$ cat src/rtl/neck_pkg.sv
// Shared types and saturation helper for the neck detector front end and judge stage.
package neck_pkg;
  localparam int NECK_DW = 13;
  localparam logic signed [NECK_DW-1:0] NECK_MAX = 13'sd4095;
  localparam logic signed [NECK_DW-1:0] NECK_MIN = -13'sd4096;

  typedef logic signed [NECK_DW-1:0] neck_word_t;

  typedef struct packed {
    neck_word_t avg;
    neck_word_t d1;
    neck_word_t d2;
    neck_word_t d3;
  } neck_res_t;

  function automatic neck_word_t neck_sat(input logic signed [NECK_DW:0] x);
    if (x > 14'sd4095) return NECK_MAX;
    else if (x < -14'sd4096) return NECK_MIN;
    else return x[NECK_DW-1:0];
  endfunction
endpackage

$ cat src/rtl/neck_diff_calc_if.sv
// ADC sample input and conditioned-result output bundle of the neck front end.
interface neck_diff_calc_if;
  import neck_pkg::*;
  logic       adc_valid;
  logic [11:0] adc_raw;
  neck_word_t adc_data;
  neck_word_t first_order_data;
  neck_word_t second_order_data;
  neck_word_t third_order_data;
  logic       en_judge;

  modport master (
    output adc_valid, adc_raw,
    input  adc_data, first_order_data, second_order_data, third_order_data, en_judge
  );
  modport slave (
    input  adc_valid, adc_raw,
    output adc_data, first_order_data, second_order_data, third_order_data, en_judge
  );
endinterface

$ cat src/rtl/neck_block_avg.sv
// Block averager: sums 2^AVG_LOG2 accepted samples and emits the truncated mean with a strobe.
module neck_block_avg #(
  parameter int AVG_LOG2 = 2
) (
  input  logic        clk,
  input  logic        rst_n,
  input  logic        adc_valid,
  input  logic [11:0] adc_raw,
  output logic [11:0] avg,
  output logic        avg_stb
);
  localparam int SW = 12 + AVG_LOG2;
  localparam int CW = (AVG_LOG2 > 0) ? AVG_LOG2 : 1;

  logic [SW-1:0] sum, sum_nxt;
  logic [CW-1:0] cnt;
  logic          last;

  // The final sample is folded in combinationally so the sum register can restart at once.
  assign sum_nxt = sum + SW'(adc_raw);
  assign last    = (AVG_LOG2 == 0) || (cnt == CW'((1 << AVG_LOG2) - 1));

  always_ff @(posedge clk) begin
    if (!rst_n) begin
      sum     <= '0;
      cnt     <= '0;
      avg     <= '0;
      avg_stb <= 1'b0;
    end else begin
      avg_stb <= 1'b0;
      if (adc_valid) begin
        if (last) begin
          sum     <= '0;
          cnt     <= '0;
          avg     <= sum_nxt[SW-1:AVG_LOG2];
          avg_stb <= 1'b1;
        end else begin
          sum <= sum_nxt;
          cnt <= cnt + 1'b1;
        end
      end
    end
  end
endmodule

$ cat src/rtl/neck_diff_calc.sv
// Neck detector front end: block average plus saturated 1st/2nd/3rd-order differences.
module neck_diff_calc
  import neck_pkg::*;
#(
  parameter int AVG_LOG2 = 2
) (
  input logic             clk,
  input logic             rst_n,
  neck_diff_calc_if.slave bus
);
  logic [11:0] avg, avg_prev;
  logic        avg_stb;
  neck_word_t  d1s, d2s, d3s, d1_prev, d2_prev;
  neck_res_t   res_q;
  logic        res_vld;
  logic [1:0]  warm;

  neck_block_avg #(.AVG_LOG2(AVG_LOG2)) u_avg (
    .clk       (clk),
    .rst_n     (rst_n),
    .adc_valid (bus.adc_valid),
    .adc_raw   (bus.adc_raw),
    .avg       (avg),
    .avg_stb   (avg_stb)
  );

  // Chained differences; each stage consumes the saturated result of the previous one.
  always_comb begin
    d1s = neck_sat($signed({2'b00, avg}) - $signed({2'b00, avg_prev}));
    d2s = neck_sat($signed({d1s[12], d1s}) - $signed({d1_prev[12], d1_prev}));
    d3s = neck_sat($signed({d2s[12], d2s}) - $signed({d2_prev[12], d2_prev}));
  end

  always_ff @(posedge clk) begin
    if (!rst_n) begin
      avg_prev              <= '0;
      d1_prev               <= '0;
      d2_prev               <= '0;
      warm                  <= '0;
      res_q                 <= '0;
      res_vld               <= 1'b0;
      bus.adc_data          <= '0;
      bus.first_order_data  <= '0;
      bus.second_order_data <= '0;
      bus.third_order_data  <= '0;
      bus.en_judge          <= 1'b0;
    end else begin
      res_vld      <= 1'b0;
      bus.en_judge <= 1'b0;
      if (avg_stb) begin
        avg_prev <= avg;
        d1_prev  <= d1s;
        d2_prev  <= d2s;
        res_q    <= '{avg: {1'b0, avg}, d1: d1s, d2: d2s, d3: d3s};
        // The first three blocks only prime the histories.
        if (warm != 2'd3) warm <= warm + 2'd1;
        else              res_vld <= 1'b1;
      end
      if (res_vld) begin
        bus.adc_data          <= res_q.avg;
        bus.first_order_data  <= res_q.d1;
        bus.second_order_data <= res_q.d2;
        bus.third_order_data  <= res_q.d3;
        bus.en_judge          <= 1'b1;
      end
    end
  end
endmodule

$ cat src/flat_wrapper.sv
// flat-port wrapper written by rule: the top's interface ports become plain ports
module neck_diff_calc_flat import neck_pkg::*;
#(
  parameter int AVG_LOG2 = 2
)
  (clk, rst_n, bus_adc_valid, bus_adc_raw, bus_adc_data, bus_first_order_data, bus_second_order_data, bus_third_order_data, bus_en_judge);
  neck_diff_calc_if bus_i ();
  input logic clk;
  input logic rst_n;
  input wire logic [$bits(bus_i.adc_valid)-1:0] bus_adc_valid;
  input wire logic [$bits(bus_i.adc_raw)-1:0] bus_adc_raw;
  output wire logic [$bits(bus_i.adc_data)-1:0] bus_adc_data;
  output wire logic [$bits(bus_i.first_order_data)-1:0] bus_first_order_data;
  output wire logic [$bits(bus_i.second_order_data)-1:0] bus_second_order_data;
  output wire logic [$bits(bus_i.third_order_data)-1:0] bus_third_order_data;
  output wire logic [$bits(bus_i.en_judge)-1:0] bus_en_judge;
  assign bus_i.adc_valid = bus_adc_valid;
  assign bus_i.adc_raw = bus_adc_raw;
  assign bus_adc_data = bus_i.adc_data;
  assign bus_first_order_data = bus_i.first_order_data;
  assign bus_second_order_data = bus_i.second_order_data;
  assign bus_third_order_data = bus_i.third_order_data;
  assign bus_en_judge = bus_i.en_judge;
  neck_diff_calc #(.AVG_LOG2(AVG_LOG2)) u_core (.clk(clk), .rst_n(rst_n), .bus(bus_i));
endmodule
$ cat config.mk
export PLATFORM = sky130hd
export DESIGN_NAME = neck_diff_calc_flat
export DESIGN_NICKNAME = d
export VERILOG_FILES = /design/src/rtl/neck_pkg.sv /design/src/rtl/neck_diff_calc_if.sv /design/src/rtl/neck_block_avg.sv /design/src/rtl/neck_diff_calc.sv /design/src/flat_wrapper.sv
export SDC_FILE = /design/constraint.sdc
export NUM_CORES = 1
export LEC_CHECK = 0
export BUFFER_PORTS_ARGS = -buffer_cell sky130_fd_sc_hd__buf_2
export CORE_MARGIN = 2
export CORE_UTILIZATION = 55
export CTS_CLUSTER_SIZE = 14
export DETAILED_ROUTE_END_ITERATION = 16
export MAX_ROUTING_LAYER = met4
export PLACE_DENSITY = 0.72
export SYNTH_ARGS = -nofsm -noshare
export SYNTH_HDL_FRONTEND = slang
export SYNTH_HIERARCHICAL = 1
export SYNTH_SLANG_ARGS = --single-unit
$ cat constraint.sdc
create_clock -name clk -period 6.75 [get_ports clk]
set_input_delay 0.675 -clock clk [delete_from_list [all_inputs] [get_ports clk]]
set_output_delay 0.675 -clock clk [all_outputs]
set_load 0.01 [all_outputs]
Word-level counts from Yosys, hierarchy flattened
Index checks and enable logic that the tools add are counted.
{"block": "word_totals", "out_inout_bits": 53, "inputBits": 15, "register_bits": 135, "wordCells": 44}
{"block": "classes", "n_lt_le_gt_ge": 6, "n_reduce_logical": 4, "muxes": 11, "add_sub_neg": 6, "eq_ne": 2}
{"op": "two-way mux 13 bit", "count": 6}
{"op": "> comparator 14 x 13 -> 1 bit (second input constant)", "count": 3}
{"op": "less-than comparator 14 x 13 -> 1 bit (second input constant)", "count": 3}
{"op": "subtractor 13 x 13 -> 14 bit", "count": 2}
{"op": "adder 14 x 12 -> 14 bit", "count": 1}
{"op": "two-way mux 14 bit", "count": 1}
{"op": "subtractor 12 x 12 -> 13 bit", "count": 1}
{"op": "AND reduction 2 bit", "count": 4}
{"op": "adder 2 x 1 -> 2 bit (second input constant)", "count": 2}
{"op": "two-way mux 1 bit", "count": 3}
{"op": "equality test 2 bit (second input constant)", "count": 1}
{"op": "two-way mux 2 bit", "count": 1}
{"op": "!= test 2 bit (second input constant)", "count": 1}

Logic depth before layout (Yosys ltp)
Gate-level depths: netlist (run 1).
{"block": "depth", "ltp_word": 12, "mapped_depth": 29, "ltp_nobuf": 27}

By module
The synthesis (run 1) kept the hierarchy.
{"module": "neck_diff_calc", "cells_per_inst": 699, "n_inst": 1, "area_each_um2": 6000.8, "seq_area_each_um2": 2122.0}
{"module": "neck_block_avg", "cells_per_inst": 216, "n_inst": 1, "area_each_um2": 1773.0, "seq_area_each_um2": 580.6}

Least setup slack after synthesis (run 1)
No wires, ideal clock.
{"block": "synth_path", "kind": "register -> register", "start": "register u_core.u_avg.avg[0]", "end": "register u_core/res_q[2] (netlist name)", "slack_ns": 1.160, "setup_time_ns": 0.069, "period_less_slack_ns": 5.590, "t_required_ns": 6.681, "n_path_buf": 2, "arrival_ns": 5.521, "path_stages_with_launch": 30, "cell_sequence": "dfxtp_1 inv_1 ha_1 fa_1 nor2b_1 o21ai_0 a21oi_1 a211oi_1 nand2b_1 o211ai_1 a21oi_1 ha_1 buf_2 a21oi_1 o21ai_0 a21o_1 a31oi_1 buf_4 a21oi_1 o32ai_1 ha_1 inv_1 fa_1 a21oi_2 o211ai_2 o311a_1 or2_4 o31ai_4 nor2_1 o21ai_1"}
{"block": "synth_via", "elab_chain_len": 12, "word_cells_on_any_way": 15, "classes_between": "3 x add/sub; 6 x order compare; 6 x mux"}
{"item": "from (decl)", "line_no": "neck_block_avg.sv:9", "source": "output logic [11:0] avg,"}
{"item": "from (signal assigned)", "line_no": "neck_block_avg.sv:35", "source": "avg <= sum_nxt[SW-1:AVG_LOG2];"}
{"item": "subtractor 12 x 12 -> 13 bit *", "line_no": "neck_diff_calc.sv:29", "source": "d1s = neck_sat($signed({2'b00, avg}) - $signed({2'b00, avg_prev}));"}
{"item": "less-than comparator 14 x 13 -> 1 bit", "line_no": "neck_pkg.sv:18", "source": "else if (x < -14'sd4096) return NECK_MIN;"}
{"item": "two-way mux 13 bit", "line_no": "neck_pkg.sv:18"}
{"item": "two-way mux 13 bit *", "line_no": "neck_pkg.sv:17", "source": "if (x > 14'sd4095) return NECK_MAX;"}
{"item": "via u_core.d1s[12]", "line_no": "neck_diff_calc.sv:13", "source": "neck_word_t d1s, d2s, d3s, d1_prev, d2_prev;"}
{"item": "subtractor 13 x 13 -> 14 bit *", "line_no": "neck_diff_calc.sv:30", "source": "d2s = neck_sat($signed({d1s[12], d1s}) - $signed({d1_prev[12], d1_prev}));"}
{"item": "less-than comparator 14 x 13 -> 1 bit", "line_no": "neck_pkg.sv:18"}
{"item": "two-way mux 13 bit", "line_no": "neck_pkg.sv:18"}
{"item": "two-way mux 13 bit *", "line_no": "neck_pkg.sv:17"}
{"item": "subtractor 13 x 13 -> 14 bit *", "line_no": "neck_diff_calc.sv:31", "source": "d3s = neck_sat($signed({d2s[12], d2s}) - $signed({d2_prev[12], d2_prev}));"}
{"item": "less-than comparator 14 x 13 -> 1 bit", "line_no": "neck_pkg.sv:18"}
{"item": "two-way mux 13 bit", "line_no": "neck_pkg.sv:18"}
{"item": "two-way mux 13 bit *", "line_no": "neck_pkg.sv:17"}
{"item": "to (signal assigned)", "line_no": "neck_diff_calc.sv:54", "source": "res_q <= '{avg: {1'b0, avg}, d1: d1s, d2: d2s, d3: d3s};"}
{"item": "to (decl)", "line_no": "neck_diff_calc.sv:14", "source": "neck_res_t res_q;"}
Mark *: on every way through the listed nets, which the timed path passes. The rest lies on a longest branch.
A chain may end at the register's enable or synchronous reset.

Worst setup path after layout (run 1)
{"block": "layout_path", "start": "register u_core.u_avg.avg[0]", "end": "register u_core/res_q[6] (netlist name)"}
Same word-level chain as after synthesis.

==> results of run 1 <==
[routing by layer]
metal	up-vias	share of wire
met1	3071	0.46
li1	3355	-
met4	0	0.025
met3	30	0.034
met5	-	0
met2	139	0.48
[power by group through the flow]
stage,logic (uW),registers [uW],clock network (uW)
after global routing,1510,822,1050
after detailed placement,1340,838,0
after global placement,1350,838,0
after floorplan,1110,835,0
final,1370,821,995
after CTS,1360,821,1010
[stage by stage]
| stage | setup WS [ps] | utilization | hold slack [ps] | power, uW |
|---|---|---|---|---|
| global placement | 734.9 | 0.5901 | 436.4 | 2183 |
| global route | -19.47 | 0.6367 | 465.6 | 3384 |
| detailed placement | 544.4 | 0.5901 | 440.6 | 2180 |
| CTS | 437.6 | 0.6361 | 448.2 | 3188 |
| finish | 515.7 | 0.6367 | 443.8 | 3184 |
| floorplan | 1160 | - | 426.3 | 1941 |
[cell type report]
cell class	count	area, um2	area share
Clock buffer	20	466.7	0.05301
Multi-Input combinational cell	678	4662	0.5296
Timing Repair Buffer	69	352.8	0.04008
Tap cell	180	225.2	0.02558
Sequential cell	135	2705	0.3073
Clock inverter	11	170.2	0.01933
Inverter	59	221.5	0.02516
[synthesized netlist by cell type (3+ instances only)]
master    count  area share
and3_1        4      0.0032
a21oi_1      62       0.040
a21oi_2       5      0.0056
a211oi_1      8      0.0077
inv_1        59       0.028
o21ba_2       5      0.0064
o22ai_1       6      0.0048
o31ai_1       4      0.0039
a31oi_1       7      0.0056
nand4_1       3      0.0024
o21ai_1      13      0.0084
and2_1        5      0.0040
o21bai_1      7      0.0068
a32o_1        6      0.0077
buf_6         3      0.0043
nor2_1      122       0.059
a22oi_1       4      0.0039
buf_2         3      0.0019
buf_1        10      0.0048
nor2b_1       7      0.0056
nor3_1       22       0.014
or3_1        13       0.010
or2_2         3      0.0024
a21o_1       16       0.015
o211ai_1      4      0.0039
nand2_1      49       0.024
xor2_1        8      0.0090
dfxtp_1     135        0.35
o31a_1        8      0.0090
o21ai_0      41       0.026
nand3b_1      4      0.0039
fa_1          4       0.010
nand3_1      30       0.019
clkbuf_1     25       0.012
ha_1         52       0.084
mux2i_1      73       0.094
xnor2_1      18       0.020
o311ai_0      6      0.0068
o21a_1       10      0.0097
a21boi_0      3      0.0029
[state kept, by name (all words and copies together) (netlist names)]
signal and cells:
u_core/res_q 51, u_core/u_avg/avg_stb 1, u_core/bus.third_order_data 13, u_core/bus.en_judge 1
u_core/u_avg/cnt 2, u_core/bus.first_order_data 13, u_core/u_avg/sum 14, u_core/warm 2
u_core/u_avg/avg 12, u_core/bus.adc_data 12, u_core/bus.second_order_data 13, u_core/res_vld 1
[worst max-delay path: cells and delay by family, from the launching register on]
family | cells | cell delay, ps
AO/OA/AOI/OAI | 14 | 2940
adder cells (fa/ha/maj) | 5 | 1730
AND/OR/NAND/NOR | 6 | 1030
flip-flops | 1 | 340
buffers and inverters | 2 | 110
[repair_timing]
action                                 4_1_cts  5_1_grt
setup buffers                                0        0
setup endpoints to repair                    0        2
gates resized for setup                      0        1
endpoints found under the hold margin        0        0
[cell families after synthesis]
logic type,Yosys count,share of synthesized area
xor gates and xnor gates,26,0.02929
DFF,135,0.3477
buffers and inverters,102,0.05360
other,1,0.0004824
and+or+nand+nor,277,0.1627
muxes,73,0.09400
adders and majority gates,57,0.09528
AOI/OAI and AO/OA,244,0.2170
[worst min path at each step]
stage / slack, ps / startpoint / cells past startpoint / end
2_1_floorplan: 430 / u_core/res_q[5] / 2 / u_core/res_q[5]
3_3_place_gp: 440 / u_core/res_q[8] / 2 / u_core/res_q[8]
3_5_place_dp: 440 / u_core/res_q[9] / 2 / u_core/res_q[9]
4_1_cts: 450 / u_core/res_q[9] / 2 / u_core/res_q[9]
5_1_grt: 470 / u_core/res_q[9] / 2 / u_core/res_q[9]
6_report: 440 / u_core/res_q[9] / 2 / u_core/res_q[9]
==> summary.txt, run 1 <==
Global route
  – Met2 capacity usage during global routing: 0.4164
  – Global route total overflow: 0
  – Antenna violations before repair: 0
  – Aggregate global-route resource usage: 0.2512
  – Met1 Track Usage GR: 0.2992
  – GRT Max-Usage Layer: met2
  – First-pass GRT wire length: 29130 um
  – GRT met3 Usage: 0.04507
  – Maximum number of pins on one net before global-route repair: 85
  – Vias in the first global route: 6155

Yosys
  – Synthesized area per cell: 8.496 um2
  – Share of async-settable or async-resettable flops after synthesis: 0
  – Synth Cell Area: 7774 um2
  – Count of cell types in the netlist: 75
  – Register bit count reported by yosys: 135
  – Number of nets produced by synthesis: 986
  – Count of yosys warnings during synthesis: 6
  – Flip-flop cell with the highest count after synthesis: dfxtp_1
  – Sequential-to-total area share from yosys stat: 0.3477
  – Mapped Cells: 915
  – Number of enable-type register cells in the synthesized netlist: 0

Setup path
  – Type of the setup path with the least slack: reg2reg
  – Signal arrival time at the worst endpoint: 6590 ps
  – Depth of the most critical reg-to-reg path: 27
  – Largest fanout on the critical path: 11
  – Beginning of the critical path: u_core/u_avg/avg[0]
  – Critical path's largest stage delay: 460 ps
  – Timing endpoint of the critical path: u_core/res_q[6]
  – Setup crit end kind: flop
  – Worst R2R End: u_core/res_q[6]
  – Setup slack of the most critical reg-to-reg path: 520 ps
  – Cell with the biggest individual delay on the critical path: ha_1
  – FF-to-FF Start: u_core/u_avg/avg[0]
  – Worst endpoint required time: 7100 ps
  – Startpoint type of the worst setup path: flop

Place
  – DPL Wire Length: 12290 um
  – Weighted congestion reported at the end of routability-driven placement: 0.9173
  – Number of buffer cells added on primary ports: 66
  – Total placed instance area: 8159 um2
  – Number of cells in the design after placement: 1121

Timing
  – Pins Over Slew Limit: 0
  – Final hold violation count: 0
  – Transition time of the tightest slew-check pin: 1119 ps
  – Max-Slew Margin vs Limit: 0.2538
  – Final period demand of the worst path: 6234 ps
  – Sum of negative setup slack: 0 ps
  – Final number of setup-violating endpoints: 0
  – Final Cycle Share: 0.9236
  – Skew final: 10.84 ps
  – F_max: 160.4 MHz

Clocking
  – Root buffer cell: clkbuf_16
  – Total CTS buffers: 17
  – Deepest level of the CTS H-tree: 4
  – Clock insertion delay at the later pin of the skew report: 420 ps
  – Clock tree from TritonCTS: done
  – TritonCTS Sinks: 135
  – Reg clk slew, reported paths: 60 ps
  – Cts hold-fix bufs: 0
  – Max Buffers Root-to-Sink: 2

Die
  – Row Count: 43
  – Die Outline Area: 15100 um2
  – Floorplan Core Area: 13830 um2
  – Starting utilization of the core area: 0.5622
  – Vertical die dimension: 122.9 um
  – Die X: 122.9 um
  – I/O Pins: 68

Final layout
  – Finished Layout Cells: 1152
  – Commonest cells after routing, fill and taps aside: 133 x dfxtp_1, 122 x nor2_1, 73 x mux2i_1
  – Most common cell after layout, fill and taps aside: dfxtp_1
  – Filler instances: 1247
  – Net count of the finished layout: 1031
  – Number of diodes added for antenna fixing: 0
  – Final Cell Area: 8803 um2
  – Area Growth Syn to Fin: 13.25%
  – Share of layout cells above drive strength 1: 0.1379

Power
  – Portion of total power attributed to combinational logic: 0.430
  – Power density normalized to cell area: 361.7 nW/um2
  – Cell internal power dissipation: 2012 uW
  – Sequential power share: 0.258
  – Share of power burned in the clock network: 0.313
  – Net switching power: 1172 uW
  – Sw frac: 0.3682
  – Leak: 0.003568 uW
  – Max IR drop VDD: 0.2230 mV

Hold path
  – Kind of path behind the tightest hold check: reg2reg

Routing
  – # DRC: 0
  – Average wire per standard cell: 15.23 um
  – Via count: 6595
  – DR vias/cell: 5.725
  – Number of DRC violations after detailed-routing iteration 0: 375
  – Remaining antenna violation count: 0
  – DR pass1 iterations: 5
  – Final routed wirelength across all metal layers: 17540 um

Outcome
  – Result of the run: finished clean

Flow run
  – Max cap viols: 0
(Power assumes the default switching activity.)
==> run 2, diff against run 1 <==
CORE_MARGIN = 10   (was 2)
==> summary.txt, run 2 (synthesized netlist as in run 1, its figures left out) <==
Outcome
  – Result of the run: finished clean

Setup path
  – Type of the setup path with the least slack: reg2reg
  – Startpoint type of the worst setup path: flop
  – Worst endpoint required time: 7110 ps (about the same)
  – Beginning of the critical path: u_core/u_avg/avg[0]
  – Worst R2R End: u_core/res_q[5]
  – Depth of the most critical reg-to-reg path: 27 (unchanged)
  – Largest fanout on the critical path: 11 (unchanged)
  – Setup crit end kind: flop
  – Signal arrival time at the worst endpoint: 6430 ps (-160 ps)
  – Setup slack of the most critical reg-to-reg path: 680 ps (+160 ps)
  – FF-to-FF Start: u_core/u_avg/avg[0]

Global route
  – Global route total overflow: 0 (unchanged)
  – Maximum number of pins on one net before global-route repair: 86 (+1.2%)
  – GRT Max-Usage Layer: met2
  – Aggregate global-route resource usage: 0.1891 (-0.06211)
  – Vias in the first global route: 6234 (+1.3%)
  – Met2 capacity usage during global routing: 0.3090 (-0.1074)
  – GRT met3 Usage: 0.04623 (+0.001159)
  – Met1 Track Usage GR: 0.2204 (-0.07887)
  – Antenna violations before repair: 0 (unchanged)
  – First-pass GRT wire length: 30020 um (+3.0%)

Clocking
  – # Post-CTS Setup Buffers: 0 (unchanged)
  – Reg clk slew, reported paths: 60 ps (about the same)
  – Number of resized instances in the post-cts repair step: 0 (unchanged)
  – Clock tree from TritonCTS: done
  – Clock insertion delay at the later pin of the skew report: 430 ps (about the same)
  – Total CTS buffers: 17 (unchanged)
  – TritonCTS Sinks: 135 (unchanged)
  – Cts hold-fix bufs: 0 (unchanged)
  – Deepest level of the CTS H-tree: 4 (unchanged)
  – Root buffer cell: clkbuf_16
  – Max Buffers Root-to-Sink: 2 (unchanged)

Hold path
  – Sink of the worst hold path: u_core/res_q[7]
  – Kind of path behind the tightest hold check: reg2reg
  – Launch instance of the worst min-delay path: u_core/res_q[7]
  – Worst hold path stage count: 2 (unchanged)

Routing
  – Final routed wirelength across all metal layers: 17920 um (+2.1%)
  – Remaining antenna violation count: 0 (unchanged)
  – Via count: 6640 (+0.68%)
  – Number of DRC violations after detailed-routing iteration 0: 394 (+5.1%)
  – DR pass1 iterations: 5 (unchanged)
  – Average wire per standard cell: 15.54 um (+2.1%)
  – DR vias/cell: 5.759 (+0.60%)
  – # DRC: 0 (unchanged)

Timing
  – Final hold violation count: 0 (unchanged)
  – Setup repair after global routing missed its margin: no
  – Final hold slack: 446.6 ps (+2.795 ps)
  – Pins Over Slew Limit: 0 (unchanged)
  – Max-Slew Margin vs Limit: 0.3062 (+0.05239)
  – Final Cycle Share: 0.8993 (-0.02432)
  – Skew final: 11.75 ps (+0.9024 ps)
  – Sum of negative setup slack: 0 ps (unchanged)
  – Transition time of the tightest slew-check pin: 1033 ps (-86.54 ps)
  – Final number of setup-violating endpoints: 0 (unchanged)
  – Final period demand of the worst path: 6070 ps (-164.2 ps)
  – F_max: 164.7 MHz (+2.7%)

Die
  – Vertical die dimension: 138.9 um (+13%)
  – Floorplan Core Area: 13880 um2 (+0.39%)
  – Starting utilization of the core area: 0.5600 (-0.002179)
  – I/O Pins: 68 (unchanged)
  – Die Outline Area: 19290 um2 (+28%)
  – Row Count: 43 (unchanged)
  – Die X: 138.9 um (+13%)

Final layout
  – Top reg by flops: u_core/res_q
  – Area Growth Syn to Fin: 13.25% (unchanged)
  – Most common cell after layout, fill and taps aside: dfxtp_1
  – Number of flip-flops under the largest register name: 51 (unchanged)
  – Number of diodes added for antenna fixing: 0 (unchanged)
  – Leading registers by flop count: u_core/res_q x51, u_core/u_avg/sum x14
  – Share of layout cells above drive strength 1: 0.1387 (+0.0008861)
  – Commonest cells after routing, fill and taps aside: 133 x dfxtp_1, 122 x nor2_1, 73 x mux2i_1
  – Net count of the finished layout: 1032 (+0.097%)

Power
  – Leak: 0.003573 uW (+0.15%)
  – Post-route total power: 3172 uW (-0.39%)
  – Max IR drop VDD: 0.2103 mV (-5.7%)
  – Power density normalized to cell area: 360.3 nW/um2 (-0.39%)

Flow run
  – Max cap viols: 0 (unchanged)

Place
  – Weighted congestion reported at the end of routability-driven placement: 0.9157 (-0.17%)
  – DPL Wire Length: 12730 um (+3.5%)
  – Number of buffer cells added on primary ports: 66 (unchanged)
run 2: cell count changes in the layout (fill, tap and decap cells not counted), sizes merged:
cell / change
buf: +1
clkbuf: -1
clkinv: +4
clkinvlp: -1
inv: -2
run 2: how the worst max path moves through the flow:
stage | end | slack (ps) | depth (start not counted)
2_1_floorplan | u_core/res_q[2] | 1160 | 29
3_3_place_gp | u_core/res_q[3] | 730 | 27
3_5_place_dp | u_core/res_q[2] | 620 | 27
4_1_cts | u_core/res_q[2] | 580 | 27
5_1_grt | u_core/res_q[3] | 70 | 27
6_report | u_core/res_q[5] | 680 | 27
run 2: metal layers:
layer,part of all wire,up-vias
met5,0,-
met1,0.45,3115
li1,-,3358
met3,0.045,26
met2,0.49,141
met4,0.019,0
run 2: critical path, cell delays in order, from the launching register on:
cell and delay (ps):
dfxtp_1 340, inv_1 50, ha_1 210, fa_1 400, nor2b_1 130, o21ai_0 100
a21oi_1 220, a211oi_1 110, nand2b_1 190, o211ai_1 200, a21oi_1 100, ha_1 460
nand2_1 110, nor2_1 190, a21o_1 160, a31o_1 420, a21oi_1 150, o32ai_2 180
ha_1 210, inv_1 50, fa_1 410, a21oi_2 180, o211ai_2 140, o311a_1 370
or2_4 290, o31ai_4 410, nor2_1 90, o21ai_1 120
run 2: layout make-up:
| class | instances | area (um2) |
|---|---|---|
| flip-flops and latches | 135 | 2705 |
| multi-input cells | 678 | 4662 |
| fillers | 1221 | 5077 |
| repair buffers | 70 | 360.3 |
| clock inverters | 12 | 176.4 |
| clock buffers | 19 | 452.9 |
| inverters | 59 | 221.5 |
| well taps | 180 | 225.2 |
run 2: power breakdown:
part           leakage, uW  total [uW]  switching [uW]  internal [uW]
Clock             0.000305         990             356            634
Sequential         0.00109         820            9.09            811
Combinational      0.00218        1360             807            554
Total              0.00357        3170            1170           2000
run 2: per-stage QoR:
step	setup WS (ps)	instances	utilization	area [um2]
4_1_cts	582.3	1153	0.6337	8796
3_5_place_dp	616.7	1122	0.5883	8167
3_3_place_gp	730.6	1122	0.5883	8167
6_report	679.8	1153	0.6342	8803
2_1_floorplan	1160	915	-	7774
5_1_grt	69.51	1153	0.6342	8803
==> run 3, diff against run 2 <==
SKIP_LAST_GASP = 1   (was not set)
clock period = 5.7 ns   (was 6.75 ns; I/O delays follow)
==> summary.txt, run 3 (synthesized netlist as in run 1, its figures left out) <==
Timing
  – Transition time of the tightest slew-check pin: 1087 ps (+54.66 ps)
  – Final number of setup-violating endpoints: 0 (unchanged)
  – Max-Slew Margin vs Limit: 0.2695 (-0.03672)
  – Final hold slack: 442.1 ps (-4.515 ps)
  – F_max: 181.9 MHz (+10%)
  – Skew final: 8.849 ps (-2.896 ps)
  – Final period demand of the worst path: 5498 ps (-572.1 ps)
  – Pins Over Slew Limit: 0 (unchanged)
  – Post-route worst setup slack: 201.9 ps (-477.9 ps)
  – Final Cycle Share: 0.9646 (+0.06529)
  – Final hold violation count: 0 (unchanged)

Setup path
  – Worst R2R End: u_core/res_q[9]
  – Cell with the biggest individual delay on the critical path: o31a_1
  – Worst endpoint required time: 6020 ps (-1090 ps)
  – FF-to-FF Start: u_core/u_avg/avg[0]
  – Signal arrival time at the worst endpoint: 5820 ps (-610 ps)
  – Critical path's largest stage delay: 410 ps (-50 ps)
  – Largest fanout on the critical path: 9 (-2)
  – Setup slack of the most critical reg-to-reg path: 200 ps (-480 ps)
  – Startpoint type of the worst setup path: flop
  – Setup crit end kind: flop
  – Type of the setup path with the least slack: reg2reg
  – Depth of the most critical reg-to-reg path: 28 (+3.7%)

Clocking
  – Reg clk slew, reported paths: 60 ps (about the same)
  – Clock tree from TritonCTS: done
  – Deepest level of the CTS H-tree: 4 (unchanged)
  – Clock insertion delay at the later pin of the skew report: 440 ps (about the same)
  – Total CTS buffers: 17 (unchanged)
  – Cts hold-fix bufs: 0 (unchanged)
  – Max Buffers Root-to-Sink: 2 (unchanged)
  – Root buffer cell: clkbuf_16
  – TritonCTS Sinks: 135 (unchanged)

Final layout
  – Number of diodes added for antenna fixing: 0 (unchanged)
  – Net count of the finished layout: 1066 (+3.3%)
  – Top reg by flops: u_core/res_q
  – Share of layout cells above drive strength 1: 0.2016 (+0.06284)
  – Leading registers by flop count: u_core/res_q x51, u_core/u_avg/sum x14
  – Number of flip-flops under the largest register name: 51 (unchanged)
  – Commonest cells after routing, fill and taps aside: 131 x dfxtp_1, 121 x nor2_1, 73 x mux2i_1
  – Most common cell after layout, fill and taps aside: dfxtp_1
  – Area Growth Syn to Fin: 19.14%
  – Final Cell Area: 9261 um2 (+5.2%)
  – Filler instances: 1205 (-1.3%)

Routing
  – DR vias/cell: 5.735 (-0.41%)
  – Average wire per standard cell: 16.02 um (+3.1%)
  – Number of DRC violations after detailed-routing iteration 0: 421 (+6.9%)
  – Via count: 6808 (+2.5%)
  – Final routed wirelength across all metal layers: 19010 um (+6.1%)
  – # DRC: 0 (unchanged)
  – Remaining antenna violation count: 0 (unchanged)
  – DR pass1 iterations: 9 (+4)

Die
  – I/O Pins: 68 (unchanged)
  – Floorplan Core Area: 13880 um2 (unchanged)
  – Vertical die dimension: 138.9 um (unchanged)
  – Row Count: 43 (unchanged)
  – Die Outline Area: 19290 um2 (unchanged)
  – Die X: 138.9 um (unchanged)
  – Starting utilization of the core area: 0.5600 (unchanged)

Power
  – Cell internal power dissipation: 2570 uW (+29%)
  – Max IR drop VDD: 0.2341 mV (+11%)
  – Sw frac: 0.3679 (-0.001662)
  – Net switching power: 1496 uW (+28%)
  – Share of power burned in the clock network: 0.289 (-0.023)
  – Power density normalized to cell area: 439.0 nW/um2 (+22%)
  – Leak: 0.003774 uW (+5.6%)
  – Portion of total power attributed to combinational logic: 0.472 (+0.043)
  – Sequential power share: 0.239 (-0.020)

Outcome
  – Result of the run: finished clean

Place
  – Weighted congestion reported at the end of routability-driven placement: 0.8973 (-2.0%)
  – DPL Wire Length: 13270 um (+4.2%)
  – Number of buffer cells added on primary ports: 66 (unchanged)
  – Total placed instance area: 8332 um2 (+2.0%)
  – Pre-CTS setup slack: -14.88 ps (-631.6 ps)

Global route
  – Maximum number of pins on one net before global-route repair: 53 (-38%)
  – Global route total overflow: 0 (unchanged)
  – Aggregate global-route resource usage: 0.1933 (+0.004233)
  – Vias in the first global route: 6341 (+1.7%)
  – Antenna violations before repair: 0 (unchanged)
  – First-pass GRT wire length: 30590 um (+1.9%)

Hold path
  – Kind of path behind the tightest hold check: in2reg
  – Launch instance of the worst min-delay path: bus_adc_valid
  – Sink of the worst hold path: u_core/u_avg/cnt[1]
  – Worst hold path stage count: 3 (+1)

Flow run
  – Max cap viols: 0 (unchanged)
run 3: area by class of cell:
class / instances / area (um2) / area share
clock buffer: 20 / 456.7 / 0.04931
clock inverter: 11 / 172.7 / 0.01864
inverter: 59 / 221.5 / 0.02391
multi-input combinational: 678 / 4847 / 0.5234
sequential: 135 / 2708 / 0.2924
tap: 180 / 225.2 / 0.02432
timing repair buffer: 104 / 630.6 / 0.06809
run 3: worst max-delay path: cells and delay by family, from the launching register on:
kind                     cells  cell delay [ps]
AO/OA/AOI/OAI               14             2410
buffers and inverters        6              810
flip-flops                   1              330
adder cells (fa/ha/maj)      4             1160
XOR/XNOR                     1              290
AND/OR/NAND/NOR              3              370
run 3: power by group through the flow:
stage                     combinational (uW)  sequential (uW)  clock [uW]
after CTS                               1760              971        1190
after global placement                  1710              991           0
after global routing                    2100              972        1230
final                                   1920              971        1170
after detailed placement                1720              991           0
after floorplan                         1310              988           0
run 3: worst max path at each step:
stage | from | end | slack, ps
2_1_floorplan | u_core/u_avg/avg[0] | u_core/res_q[2] | 110
3_3_place_gp | u_core/u_avg/avg[0] | u_core/res_q[3] | 100
3_5_place_dp | u_core/u_avg/avg[0] | u_core/res_q[4] | -10
4_1_cts | u_core/u_avg/avg[0] | u_core/res_q[4] | 8
5_1_grt | u_core/res_q[41] | u_core/res_q[8] | -90
6_report | u_core/u_avg/avg[0] | u_core/res_q[9] | 200
run 3: repair_timing:
action	4_1_cts	5_1_grt
gates resized for setup	6	45
pin swaps	1	33
buffers inserted	1	10
endpoints found under the setup margin	11	13
cloned	0	1
run 3: stage by stage:
| stage | power, uW | instances | util | TNS, ps |
|---|---|---|---|---|
| floorplan | 2298 | 915 | - | 0 |
| finish | 4066 | 1187 | 0.6672 | 0 |
| detailed placement | 2707 | 1144 | 0.6002 | -15.94 |
| global route | 4302 | 1187 | 0.6672 | -914.9 |
| global placement | 2702 | 1144 | 0.6002 | 0 |
| CTS | 3926 | 1176 | 0.6489 | 0 |
run 3: per-layer routing:
layer	up-vias	global-route usage	part of all wire
met1	3188	0.2263	0.44
met2	165	0.3188	0.50
met5	-	-	0
li1	3419	-	-
met3	36	0.04589	0.043
met4	0	0.06535	0.022
